## config.mk

```make
export PLATFORM = sky130hd
export DESIGN_NAME = c2h_desc_credit_tracker
export DESIGN_NICKNAME = d
export VERILOG_FILES = /design/src/rtl/qdma_tg_pkg.sv /design/src/rtl/ring_occupancy.sv /design/src/rtl/c2h_desc_credit_tracker.sv
export SDC_FILE = /design/constraint.sdc
export NUM_CORES = 1
export LEC_CHECK = 0
export ABC_CLOCK_PERIOD_IN_PS = 5350
export BUFFER_PORTS_ARGS = -buffer_cell sky130_fd_sc_hd__clkbuf_2
export CORE_ASPECT_RATIO = 2
export CORE_MARGIN = 1
export CORE_UTILIZATION = 48
export CTS_BUF_LIST = sky130_fd_sc_hd__clkbuf_2 sky130_fd_sc_hd__clkbuf_4 sky130_fd_sc_hd__clkbuf_8
export CTS_CLUSTER_DIAMETER = 150
export DETAILED_ROUTE_END_ITERATION = 12
export MAX_ROUTING_LAYER = met4
export PLACE_DENSITY = 0.79
export SLEW_MARGIN = 20
export SYNTH_ARGS = -nofsm -noshare
export SYNTH_HDL_FRONTEND = slang
export SYNTH_SLANG_ARGS = --single-unit
```

## constraint.sdc

```tcl
create_clock -name user_clk_ip -period 5.35 [get_ports user_clk_ip]
set_input_delay 0 -clock user_clk_ip [delete_from_list [all_inputs] [get_ports user_clk_ip]]
set_output_delay 0 -clock user_clk_ip [all_outputs]
set_load 0.1 [all_outputs]
```

## src/rtl/qdma_tg_pkg.sv

```systemverilog
// Shared definitions for the QDMA traffic-generator credit path: doorbell
// offsets, the credit FSM state type and the default index width.
package qdma_tg_pkg;

  localparam int IDX_W_DEFAULT = 16;

  localparam logic [19:0] C2H_PIDX_OFS  = 20'h18008;
  localparam logic [19:0] CMPT_CIDX_OFS = 20'h1800C;

  typedef enum logic [1:0] {
    IDLE  = 2'd0,
    RUN   = 2'd1,
    STALL = 2'd2
  } credit_state_t;

  typedef logic [IDX_W_DEFAULT-1:0] ring_idx_t;

endpackage

```

## src/rtl/ring_occupancy.sv

```systemverilog
// Registered modular distance head - tail on a ring of SIZE entries.
// With FREE set the output is the free space (SIZE-1 minus occupancy).
module ring_occupancy #(
  parameter int SIZE = 1024,
  parameter int W    = 16,
  parameter bit FREE = 1'b0
) (
  input  logic         clk,
  input  logic         rst,
  input  logic [W-1:0] head,
  input  logic [W-1:0] tail,
  output logic [W-1:0] count
);

  localparam logic [W:0]   SIZE_X = (W+1)'(SIZE);
  localparam logic [W-1:0] LAST   = W'(SIZE-1);

  logic [W:0] head_x;
  logic [W:0] tail_x;
  logic [W:0] diff;
  logic       diff_msb_unused;

  assign head_x = {1'b0, head};
  assign tail_x = {1'b0, tail};

  // Indices stay below SIZE, so the result always fits in W bits.
  always_comb begin
    if (head_x >= tail_x) diff = head_x - tail_x;
    else                  diff = head_x + SIZE_X - tail_x;
  end

  assign diff_msb_unused = diff[W];

  always_ff @(posedge clk) begin
    if (rst)       count <= '0;
    else if (FREE) count <= LAST - diff[W-1:0];
    else           count <= diff[W-1:0];
  end

endmodule

```

## src/rtl/c2h_desc_credit_tracker.sv

```systemverilog
// Tracks C2H descriptor and completion ring credits from host doorbells and
// grants one packet per cycle. Optional counters: `define C2H_CREDIT_STATS_EN.
//
// state | meaning
// IDLE  | queue disabled, indices held at 0, doorbells ignored
// RUN   | granting while both descriptor and completion credit exist
// STALL | enabled but out of descriptors or completion slots
module c2h_desc_credit_tracker
  import qdma_tg_pkg::*;
#(
  parameter int DESC_RING_SIZE = 1024,
  parameter int CMPT_RING_SIZE = 1024,
  parameter int IDX_W          = IDX_W_DEFAULT
) (
  input  logic             user_clk_ip,
  input  logic             user_reset_ip,
  input  logic             cfg_en,
  input  logic             pidx_upd_valid,
  input  logic [IDX_W-1:0] pidx_upd_val,
  input  logic             cidx_upd_valid,
  input  logic [IDX_W-1:0] cidx_upd_val,
  input  logic             pkt_req_valid,
  output logic             pkt_req_ready,
  output logic [IDX_W-1:0] desc_cidx,
  output logic [IDX_W-1:0] cmpt_pidx,
  output logic [IDX_W-1:0] avail_desc,
  output logic [IDX_W-1:0] cmpt_space,
  output logic             upd_err,
  output logic [1:0]       state_o
`ifdef C2H_CREDIT_STATS_EN
  ,
  output logic [31:0]      stat_pkt_cnt,
  output logic [31:0]      stat_stall_cyc
`endif
);

  localparam logic [IDX_W:0]   DESC_SIZE_X = (IDX_W+1)'(DESC_RING_SIZE);
  localparam logic [IDX_W:0]   CMPT_SIZE_X = (IDX_W+1)'(CMPT_RING_SIZE);
  localparam logic [IDX_W-1:0] DESC_LAST   = IDX_W'(DESC_RING_SIZE-1);
  localparam logic [IDX_W-1:0] CMPT_LAST   = IDX_W'(CMPT_RING_SIZE-1);

  credit_state_t    state, state_nxt;
  logic [IDX_W-1:0] host_pidx, host_pidx_nxt;
  logic [IDX_W-1:0] host_cidx, host_cidx_nxt;
  logic [IDX_W-1:0] desc_cidx_nxt;
  logic [IDX_W-1:0] cmpt_pidx_nxt;
  logic             upd_err_nxt;
  logic             pidx_ok;
  logic             cidx_ok;
  logic             grant;
  logic             credit_ok;

  assign pidx_ok   = {1'b0, pidx_upd_val} < DESC_SIZE_X;
  assign cidx_ok   = {1'b0, cidx_upd_val} < CMPT_SIZE_X;
  assign credit_ok = (avail_desc != '0) && (cmpt_space != '0);

  // Ready comes only from registered state; the reset gate keeps a grant
  // from appearing to complete in a reset cycle.
  assign pkt_req_ready = !user_reset_ip && (state == RUN) && credit_ok;
  assign grant         = pkt_req_valid && pkt_req_ready;
  assign state_o       = state;

  always_comb begin
    state_nxt     = state;
    host_pidx_nxt = host_pidx;
    host_cidx_nxt = host_cidx;
    desc_cidx_nxt = desc_cidx;
    cmpt_pidx_nxt = cmpt_pidx;
    upd_err_nxt   = upd_err;
    case (state)
      IDLE: begin
        host_pidx_nxt = '0;
        host_cidx_nxt = '0;
        desc_cidx_nxt = '0;
        cmpt_pidx_nxt = '0;
        if (cfg_en) state_nxt = RUN;
      end
      RUN, STALL: begin
        if (pidx_upd_valid && !pidx_ok) upd_err_nxt = 1'b1;
        if (cidx_upd_valid && !cidx_ok) upd_err_nxt = 1'b1;
        if (!cfg_en) begin
          state_nxt     = IDLE;
          host_pidx_nxt = '0;
          host_cidx_nxt = '0;
          desc_cidx_nxt = '0;
          cmpt_pidx_nxt = '0;
        end else begin
          if (state == RUN && !credit_ok) state_nxt = STALL;
          if (state == STALL && credit_ok) state_nxt = RUN;
          if (pidx_upd_valid && pidx_ok) host_pidx_nxt = pidx_upd_val;
          if (cidx_upd_valid && cidx_ok) host_cidx_nxt = cidx_upd_val;
          if (grant) begin
            desc_cidx_nxt = (desc_cidx == DESC_LAST) ? '0 : desc_cidx + IDX_W'(1);
            cmpt_pidx_nxt = (cmpt_pidx == CMPT_LAST) ? '0 : cmpt_pidx + IDX_W'(1);
          end
        end
      end
      default: state_nxt = IDLE;
    endcase
  end

  always_ff @(posedge user_clk_ip) begin
    if (user_reset_ip) begin
      state     <= IDLE;
      host_pidx <= '0;
      host_cidx <= '0;
      desc_cidx <= '0;
      cmpt_pidx <= '0;
      upd_err   <= 1'b0;
    end else begin
      state     <= state_nxt;
      host_pidx <= host_pidx_nxt;
      host_cidx <= host_cidx_nxt;
      desc_cidx <= desc_cidx_nxt;
      cmpt_pidx <= cmpt_pidx_nxt;
      upd_err   <= upd_err_nxt;
    end
  end

  // Counts are computed from the next index values so they track the
  // index registers with no extra cycle of lag.
  ring_occupancy #(.SIZE(DESC_RING_SIZE), .W(IDX_W), .FREE(1'b0)) u_desc_occ (
    .clk   (user_clk_ip),
    .rst   (user_reset_ip),
    .head  (host_pidx_nxt),
    .tail  (desc_cidx_nxt),
    .count (avail_desc)
  );

  ring_occupancy #(.SIZE(CMPT_RING_SIZE), .W(IDX_W), .FREE(1'b1)) u_cmpt_occ (
    .clk   (user_clk_ip),
    .rst   (user_reset_ip),
    .head  (cmpt_pidx_nxt),
    .tail  (host_cidx_nxt),
    .count (cmpt_space)
  );

`ifdef C2H_CREDIT_STATS_EN
  always_ff @(posedge user_clk_ip) begin
    if (user_reset_ip || state_nxt == IDLE) begin
      stat_pkt_cnt   <= '0;
      stat_stall_cyc <= '0;
    end else begin
      if (grant && stat_pkt_cnt != 32'hFFFF_FFFF)
        stat_pkt_cnt <= stat_pkt_cnt + 32'd1;
      if (state == STALL && pkt_req_valid && stat_stall_cyc != 32'hFFFF_FFFF)
        stat_stall_cyc <= stat_stall_cyc + 32'd1;
    end
  end
`endif

endmodule

```

==> metrics.cfg <==
[status]
status=finished clean

[clock_tree]
cts_made_buffers=9
clockBufferDepth=2
clk_pin_slew_ns=0.10
htreeDepth=3
worstSkewPairLatency_ns=0.41
cts-root-buf=clkbuf_8
tritoncts=built
numClockSinks=99

[global_routing]
grt_pass1_vias=7251
grt_start_max_net_pins=87
overflow=0
antenna_found_initial=0
groute.usage.overall=0.294
grt_pass1_wl_mm=35.9

[detailed_routing]
dr.pass1.iters=5
drt-initial-drc-count=340
vias=7099
wirelength_mm=22.6
routed_via_density=5.68
drc=0
final_antenna_net_count=0
wire_per_inst_um=18.1

[power]
swShare=0.352
seqPwrFrac=0.483
power_frac_comb=0.225
switching_power_uw=557
clkPwrFrac=0.291
p_int_mw=1.02
powerDensity_nw_per_um2=179
power_leakage_nw=4.29
ir_worst_vdd_mv=0.144

[layout]
postLayoutCoreUtil=0.575
regArea_um2=2020
drive_gt1_frac=0.221
n_fill_cell=1495
num_antenna_cells=0
area_delta_synth_final_pct=16.9
multi_input_area_um2=5240
nets=1186

[synthesis]
synth_cell_types=65
syn_area_um2=7560
synth_fp_nets=1055
synthFlopType=dfxtp_1
seq_area_frac_synth=0.262
syn_avg_cell_area_um2=8.25
yosys_warnings=0
ys_ff_latch=99
synth_common_cells=nor2_1, dfxtp_1, inv_1
yosysMostFrequentCell=nor2_1
yosys.area.top_type=dfxtp_1
synth_enable_flop_cells=0
synthTopCellsByArea=dfxtp_1, ha_1, fa_1
synth_top_area_frac=0.262
syn_inst=916
async_reset_ff_frac=0

[die]
die_x_um=90.7
die_h_um=179
io-pin-count=106
rows=64
dieArea_um2=16300
initial_core_util=0.492
core_area_um2=15400

[timing]
tightest_slew_ns=0.964
period_share=0.952
hold_violations=0
setup_tns_ns=0
whs_ns=0.0241
maxSlewViolCount=0
fin_skew_ns=0.0294
slew_headroom=0.358
period_needed_ns=5.09
setup_viol=0
fmaxAchievable_mhz=196

[critical_path]
cp.required_ns=5.58
start_kind=register
crit_arrival_ns=5.33
cp-end-kind=register
crit_type=reg -> reg
cp_max_fo=7
r2r_slack_ns=0.26

[placement]
io_buffers=105
place.gp.congestion=1.00
hpwl_mm=18.5

[hold_path]
hold_path.class=in -> reg

[job]
max_cap_viol_count=0

## worst max-delay path: stages (launching register included)
cell,delay [ns]
dfxtp_2,0.34
nor4_2,0.42
nand4_1,0.28
and4_1,0.33
a21o_1,0.18
nor2b_1,0.19
nor2_1,0.30
ha_1,0.24
inv_1,0.06
fa_1,0.49
or2_2,0.36
a221oi_1,0.39
o221a_2,0.31
nor2_1,0.07
xnor2_1,0.19
nor2_1,0.06
a21oi_1,0.12
ha_1,0.21
nand3b_1,0.11
xnor2_1,0.14
nor2b_1,0.15
## layout by cell type (no fill, tap or decap), types with 11 or more instances in the layout
cell and instances:
xor2_1 23, nor4_1 11, nor2b_1 17, mux2i_1 36, nor2_1 134, xnor2_1 40
dfxtp_1 68, clkbuf_2 104, inv_1 78, a21oi_1 37, nor3_1 17, a31oi_1 16
or2_2 20, nand3_1 19, ha_1 71, fa_1 30, dfxtp_2 31, o21ai_0 32
buf_4 38, nand2_1 63, a211oi_1 13
## metal layers
| layer | share of wire | global-route usage | vias up |
|---|---|---|---|
| li1 | - | - | 3399 |
| met1 | 0.31 | 0.242 | 3367 |
| met2 | 0.58 | 0.569 | 231 |
| met3 | 0.031 | 0.0355 | 102 |
| met4 | 0.083 | 0.228 | 0 |
| met5 | 0 | - | - |
## final timing paths
check | from | to | cells past startpoint
hold / removal | pidx_upd_val[0] | host_pidx[0] | 4
setup reg to reg | u_cmpt_occ.count[1] | u_cmpt_occ.count[14] | 20
hold reg to reg | host_cidx[11] | host_cidx[11] | 2
setup / recovery | u_cmpt_occ.count[1] | u_cmpt_occ.count[14] | 20
## cell families after synthesis
family / count (synthesis) / share of synthesized area
AOI/OAI and AO/OA: 166 / 0.146
xor gates and xnor gates: 63 / 0.0730
adders and majority gates: 101 / 0.197
buffers and inverters: 107 / 0.0544
DFF: 99 / 0.262
muxes: 37 / 0.0506
and+or+nand+nor: 343 / 0.217
## power groups by stage
| stage | clock network [mW] | registers, mW | logic [mW] |
|---|---|---|---|
| floorplan | 0 | 0.873 | 0.150 |
| global placement | 0 | 0.777 | 0.345 |
| detailed placement | 0 | 0.778 | 0.346 |
| CTS | 0.460 | 0.761 | 0.353 |
| global route | 0.491 | 0.766 | 0.381 |
| finish | 0.460 | 0.764 | 0.356 |
## sequential cells by signal (all words and copies together), names as in the netlist
register / count
host_cidx: 16
host_pidx: 16
u_desc_occ.count: 16
u_cmpt_occ.count: 16
cmpt_pidx: 16
desc_cidx: 16
upd_err: 1
state_o: 2
## through the flow
step	cell area [µm²]	cells	power, mW	setup slack (ns)
6_report	8840	1250	1.58	0.256
2_1_floorplan	7600	916	1.02	0.00159
3_5_place_dp	8520	1225	1.12	-0.0223
5_1_grt	8840	1250	1.64	-0.00473
3_3_place_gp	8520	1225	1.12	-0.00888
4_1_cts	8770	1249	1.57	0.0468
## cell type report
cell class	count	share of cell area
inverters	78	0.0331
repair buffers	149	0.0985
clock buffers	9	0.0140
flip-flops and latches	99	0.229
well taps	198	0.0280
multi-input cells	710	0.593
clock inverters	7	0.00495
## what timing repair did
item / in CTS / in global routing
resized for setup: 0 / 10
hold buffers: 6 / 0
gates cloned: 0 / 0
endpoints found under the hold margin: 5 / 0
pin swaps: 1 / 2
endpoints found under the setup margin: 1 / 20
buffers inserted: 2 / 1
(Power assumes the default switching activity.)
